$ cat config.mk
export PLATFORM = sky130hd
export DESIGN_NAME = mhd_check_ctrl
export DESIGN_NICKNAME = d
export VERILOG_FILES = /design/src/rtl/mhd_pkg.sv /design/src/rtl/mhd_popcount.sv /design/src/rtl/mhd_check_ctrl.sv
export SDC_FILE = /design/constraint.sdc
export NUM_CORES = 1
export LEC_CHECK = 0
export ABC_CLOCK_PERIOD_IN_PS = 2800
export CAP_MARGIN = 5
export CORE_MARGIN = 1
export CORE_UTILIZATION = 44
export CTS_BUF_LIST = sky130_fd_sc_hd__clkbuf_8
export CTS_CLUSTER_DIAMETER = 120
export DETAILED_ROUTE_END_ITERATION = 12
export PLACE_DENSITY = 0.75
export SLEW_MARGIN = 30
export SYNTH_ARGS = -nofsm -noshare
export SYNTH_HDL_FRONTEND = slang
export SYNTH_HIERARCHICAL = 1
export SYNTH_SLANG_ARGS = --single-unit
$ cat constraint.sdc
create_clock -name clk -period 2.8 [get_ports clk]
set_clock_uncertainty 0.1 [all_clocks]
set_input_delay 0.56 -clock clk [delete_from_list [all_inputs] [get_ports clk]]
set_output_delay 0.56 -clock clk [all_outputs]
set_load 0.03 [all_outputs]
$ cat src/rtl/mhd_pkg.sv
// Shared types for the Hamming-distance checker: controller state encoding and
// the distance-width helper. No logic, no latency, no flow control.
package mhd_pkg;

    typedef enum logic [1:0] {
        ST_IDLE  = 2'd0,
        ST_RUN   = 2'd1,
        ST_DRAIN = 2'd2,
        ST_DONE  = 2'd3
    } state_t;

    // Bits needed to hold a distance in 0..width inclusive.
    function automatic int hd_width(input int width);
        return $clog2(width + 1);
    endfunction

endpackage

$ cat src/rtl/mhd_popcount.sv
// Hamming distance of one operand pair, popcount(a ^ b).
// Purely combinational, zero latency, no flow control.
module mhd_popcount
    import mhd_pkg::*;
#(
    parameter  int WIDTH = 8,
    localparam int HD_W  = hd_width(WIDTH)
) (
    input  logic [WIDTH-1:0] a,
    input  logic [WIDTH-1:0] b,
    output logic [HD_W-1:0]  hd
);

    logic [WIDTH-1:0] diff;

    assign diff = a ^ b;

    always_comb begin
        hd = '0;
        for (int i = 0; i < WIDTH; i++) begin
            hd = hd + HD_W'(diff[i]);
        end
    end

endmodule

$ cat src/rtl/mhd_check_ctrl.sv
// Run controller: counts pairs whose Hamming distance exceeds a threshold, tracks the max.
// done rises two edges after the last acceptance; in_ready only in RUN, in_valid gaps stall.
module mhd_check_ctrl
    import mhd_pkg::*;
#(
    parameter  int WIDTH = 8,
    parameter  int MHD   = 4,
    parameter  int CNT_W = 16,
    localparam int HD_W  = hd_width(WIDTH)
) (
    input  logic             clk,
    input  logic             rst_n,
    input  logic             start,
    input  logic [CNT_W-1:0] cfg_n,
    input  logic [HD_W-1:0]  cfg_thr,
    input  logic             cfg_thr_en,
    input  logic             in_valid,
    output logic             in_ready,
    input  logic [WIDTH-1:0] a,
    input  logic [WIDTH-1:0] b,
    output logic             busy,
    output logic             done,
    output logic             fail,
    output logic [CNT_W-1:0] err_cnt,
    output logic [HD_W-1:0]  max_hd
);

    localparam logic [HD_W-1:0] MHD_THR = HD_W'(MHD);

    state_t           state_q, state_d;
    logic [CNT_W-1:0] rem_q, rem_d;
    logic [HD_W-1:0]  thr_q, thr_d;
    logic [HD_W-1:0]  hd_q, hd_d;
    logic             valid_q, valid_d;
    logic [CNT_W-1:0] err_cnt_q, err_cnt_d;
    logic [HD_W-1:0]  max_hd_q, max_hd_d;
    logic             fail_q, fail_d;

    logic [HD_W-1:0]  hd_c;
    logic             start_acc;
    logic             accept;

    mhd_popcount #(
        .WIDTH (WIDTH)
    ) u_popcount (
        .a  (a),
        .b  (b),
        .hd (hd_c)
    );

    // start only counts while the controller is not already processing a run.
    assign start_acc = start && ((state_q == ST_IDLE) || (state_q == ST_DONE));
    assign accept    = in_valid && (state_q == ST_RUN);

    // State register
    always_ff @(posedge clk or negedge rst_n) begin
        if (!rst_n) begin
            state_q <= ST_IDLE;
        end else begin
            state_q <= state_d;
        end
    end

    // Next-state logic
    always_comb begin
        state_d = state_q;
        case (state_q)
            ST_IDLE, ST_DONE: begin
                if (start) begin
                    state_d = (cfg_n == '0) ? ST_DONE : ST_RUN;
                end
            end
            ST_RUN: begin
                if (accept && (rem_q == CNT_W'(1))) begin
                    state_d = ST_DRAIN;
                end
            end
            ST_DRAIN: state_d = ST_DONE;
            default:  state_d = ST_IDLE;
        endcase
    end

    // Output logic
    always_comb begin
        in_ready = (state_q == ST_RUN);
        busy     = (state_q == ST_RUN) || (state_q == ST_DRAIN);
        done     = (state_q == ST_DONE);
    end

    // Datapath: one stage of distance, then stats fold on the following edge.
    always_comb begin
        rem_d     = rem_q;
        thr_d     = thr_q;
        hd_d      = hd_q;
        valid_d   = accept;
        err_cnt_d = err_cnt_q;
        max_hd_d  = max_hd_q;
        fail_d    = fail_q;
        if (start_acc) begin
            rem_d     = cfg_n;
            thr_d     = cfg_thr_en ? cfg_thr : MHD_THR;
            err_cnt_d = '0;
            max_hd_d  = '0;
            fail_d    = 1'b0;
        end else begin
            if (accept) begin
                rem_d = rem_q - CNT_W'(1);
                hd_d  = hd_c;
            end
            if (valid_q) begin
                if (hd_q > thr_q) begin
                    err_cnt_d = err_cnt_q + CNT_W'(1);
                    fail_d    = 1'b1;
                end
                if (hd_q > max_hd_q) begin
                    max_hd_d = hd_q;
                end
            end
        end
    end

    always_ff @(posedge clk or negedge rst_n) begin
        if (!rst_n) begin
            rem_q     <= '0;
            thr_q     <= '0;
            hd_q      <= '0;
            valid_q   <= 1'b0;
            err_cnt_q <= '0;
            max_hd_q  <= '0;
            fail_q    <= 1'b0;
        end else begin
            rem_q     <= rem_d;
            thr_q     <= thr_d;
            hd_q      <= hd_d;
            valid_q   <= valid_d;
            err_cnt_q <= err_cnt_d;
            max_hd_q  <= max_hd_d;
            fail_q    <= fail_d;
        end
    end

    assign err_cnt = err_cnt_q;
    assign max_hd  = max_hd_q;
    assign fail    = fail_q;

endmodule

==> results.ini <==
[run_status]
status=complete, but fails checks
violations=negative setup slack

[hold_path]
min-delay-start=thr_q[0]$_DFFE_PN0P_
min_path_type=reg -> reg
worstHoldPathCells=2
hold_end=thr_q[0]$_DFFE_PN0P_

[critical_path]
arrival_ns=3.34
cp_top_family=adder cells
cpMostUsedCell=inv_2
crit_chain=buf_8 > xnor2_4 > fa_1 > inv_1 > fa_1 > inv_2 > fa_2 > inv_2 > ha_4 > inv_2 > fa_2 > inv_2 > mux2_4
rr_startpoint=hd_q[1]$_DFFE_PN0P_
worstPathRequired_ns=2.88
cp_max_fo=2
cp_slowest_cell=fa_1
regToRegEndpoint=err_cnt[7]$_DFFE_PN0P_
crit_path_max_incr_delay_ns=0.53
path_class=in -> reg
r2r_slack_ns=0.42
crit_buf_inv=6
worstRegToRegCells=6
cp-start-kind=input port
worst_setup_path_end_kind=register
cp_num_cells=13

[die]
start_util=0.4544
die_y_um=82.75
dieWidth_um=82.75
io_pins=65
rows=29
die_area_um2=6848
core_area_um2=6314

[finish]
drive_gt1_frac=0.1138
antenna_cells=0
nNetsFinal=438
area_growth_pct=33.23
stdcell_area_um2=3822

[sta]
hold_violations=0
setup_viol=3
slew_headroom=0.5579
period_minus_slack_ns=3.250
worst_pin_slew_ns=0.6620
finalCritPeriodShare=1.161
drv_slew=0
max_freq_mhz=307.7
worst_slack_ns=-0.4503
rsz0062_at_grt=yes

[pwr]
peakVddDrop_mv=0.4508
pwr_density_cell_nw_per_um2=729.2
design_power_total_mw=2.787
p_leak_nw=1.659

[detailed_routing]
ant_nets=0
wire_per_inst_um=13.79
totalWireLength_um=6274
drt-initial-drc-count=135
dr.pass1.iters=4
viasPerCell=5.336
drcViolationCount=0
vias=2428

[clock_tree]
cts_root_buf=clkbuf_8
htreeDepth=2
cts_buffers=5
clk_latency_ns=0.30
path_clk_slew_ns=0.08
cts_sinks=48
clockBufferDepth=2
cts_tree=built

[global_route]
grt_use_total=0.1976
grt_pass1_wl_um=10310
grt_pass1_vias=2328
grt_max_degree=57
antenna_found_initial=0
overflow=0

[placement]
dp_hpwl_um=4616
gp_congestion=0.8220
port_buffers=64
dpl_cell_area_um2=3670

[yosys]
postSynthCellCount=306
synth-seq-cells=48
synth_area_leader_cell=dfrtp_1
ys_warn_count=6
synthTopCellsByArea=dfrtp_1 (42%), ha_1 (7.0%), xnor2_1 (6.4%)
ys.flop_type=dfrtp_1
synth_cell_type_count=42
synth_async_sr_flop_share=1.000
synthesis.area_um2=2869
seq_area_frac_synth=0.4187
synth_enable_flop_cells=0
postSynthAreaPerCell_um2=9.376
synth.net_count=367
yosysTopAreaCellShare=0.4187

[run]
drv_cap=0

## worst register-to-register path, cell delays in order, from the launching register on
cell and delay (ns):
dfrtp_1 0.43, ha_1 0.32, nor2b_1 0.15, o211ai_1 0.24, a211oi_2 0.64, a31oi_1 0.18, a41o_1 0.22
## synthesized netlist by cell type, drive strengths merged (2+ instances only)
cell    number
clkbuf       5
inv         23
dfrtp       48
nand3        7
or4          3
mux2         3
xnor2       21
o211ai       2
a211oi       6
fa           4
a31o         3
a41o         5
and2         2
nand2b       3
nor2b        3
nand4        6
xor2         6
and3         4
ha          16
nor3         5
nor2        31
and4         2
buf          3
nand2       36
o21ai       17
a31oi        6
nor4         8
nor3b        2
mux2i        6
a21oi       12
## final cells by class
class | count | area [µm²]
fill | 553 | 2491
clock inverter | 3 | 38.79
timing repair buffer | 72 | 713.2
clock buffer | 5 | 68.82
tap | 77 | 96.34
multi-input combinational | 227 | 1618
inverter | 23 | 86.33
sequential | 48 | 1201
## logic make-up after synthesis
family,count (synthesis),share of synthesized area
buffers and inverters,31,0.04056
and+or+nand+nor,115,0.1997
muxes,9,0.03271
AOI/OAI and AO/OA,56,0.1282
DFF,48,0.4187
adders and majority gates,20,0.09769
xor gates and xnor gates,27,0.08243
## through the flow
stage,cells,TNS (ns),hold WS (ns),utilization,setup WS [ns]
after floorplan,306,-1.433,0.1644,-,-0.5550
after global placement,445,-3.848,0.2705,0.5813,-1.123
after detailed placement,445,-3.991,0.2705,0.5813,-1.165
after CTS,454,-1.369,0.3839,0.5995,-0.5222
after global routing,455,-1.417,0.4357,0.6054,-0.5404
final,455,-1.147,0.3813,0.6054,-0.4503
## worst max-delay path by stage
stage / start / end / slack [ns]
after floorplan: b[3] / hd_q[1]$_DFFE_PN0P_ / -0.56
after global placement: b[3] / hd_q[1]$_DFFE_PN0P_ / -1.12
after detailed placement: b[3] / hd_q[1]$_DFFE_PN0P_ / -1.17
after CTS: a[0] / hd_q[1]$_DFFE_PN0P_ / -0.52
after global routing: a[3] / hd_q[1]$_DFFE_PN0P_ / -0.54
final: a[3] / hd_q[1]$_DFFE_PN0P_ / -0.45
## layout by cell type, fill, tap and decap left out, drive strengths merged, types with 3 or more instances in the layout
cell           count
a41o               5
and3               4
nor2b              3
a31o               3
dfrtp             48
nor3               5
nand3              7
a31oi              6
or4                3
xor2               6
mux2               3
clkdlybuf4s50     57
nand2             36
ha                16
nor2              31
o21ai             17
buf               14
a21oi             12
a211oi             6
fa                 4
inv               24
clkbuf             5
mux2i              6
xnor2             21
nor4               8
nand4              6
nand2b             3
## routing by layer
metal / share of wire / GRT usage / vias to the layer above
met5: 0 / 0 / -
met4: 0.0080 / 0.05172 / 0
met3: 0.051 / 0.03736 / 5
met2: 0.47 / 0.3320 / 60
met1: 0.47 / 0.2598 / 1152
li1: - / - / 1211
## registers in the layout, summed over array words and instances, names as in the netlist
register	count
err_cnt	16
rem_q	16
hd_q	4
max_hd	4
thr_q	4
state_q	2
fail	1
valid_q	1
## power by group
| part | switching, mW | internal, mW |
|---|---|---|
| Clock | 0.237 | 0.262 |
| Combinational | 0.680 | 0.577 |
| Sequential | 0.169 | 0.862 |
| Total | 1.09 | 1.70 |
## repair_timing
action                                  4_1_cts  5_1_grt
pin swaps                                     6        6
hold buffers                                  1        0
resized for setup                            29       10
endpoints found under the setup margin        4        4
setup buffers                                 0        1
hold endpoints to repair                      2        0
(Power assumes the default switching activity.)
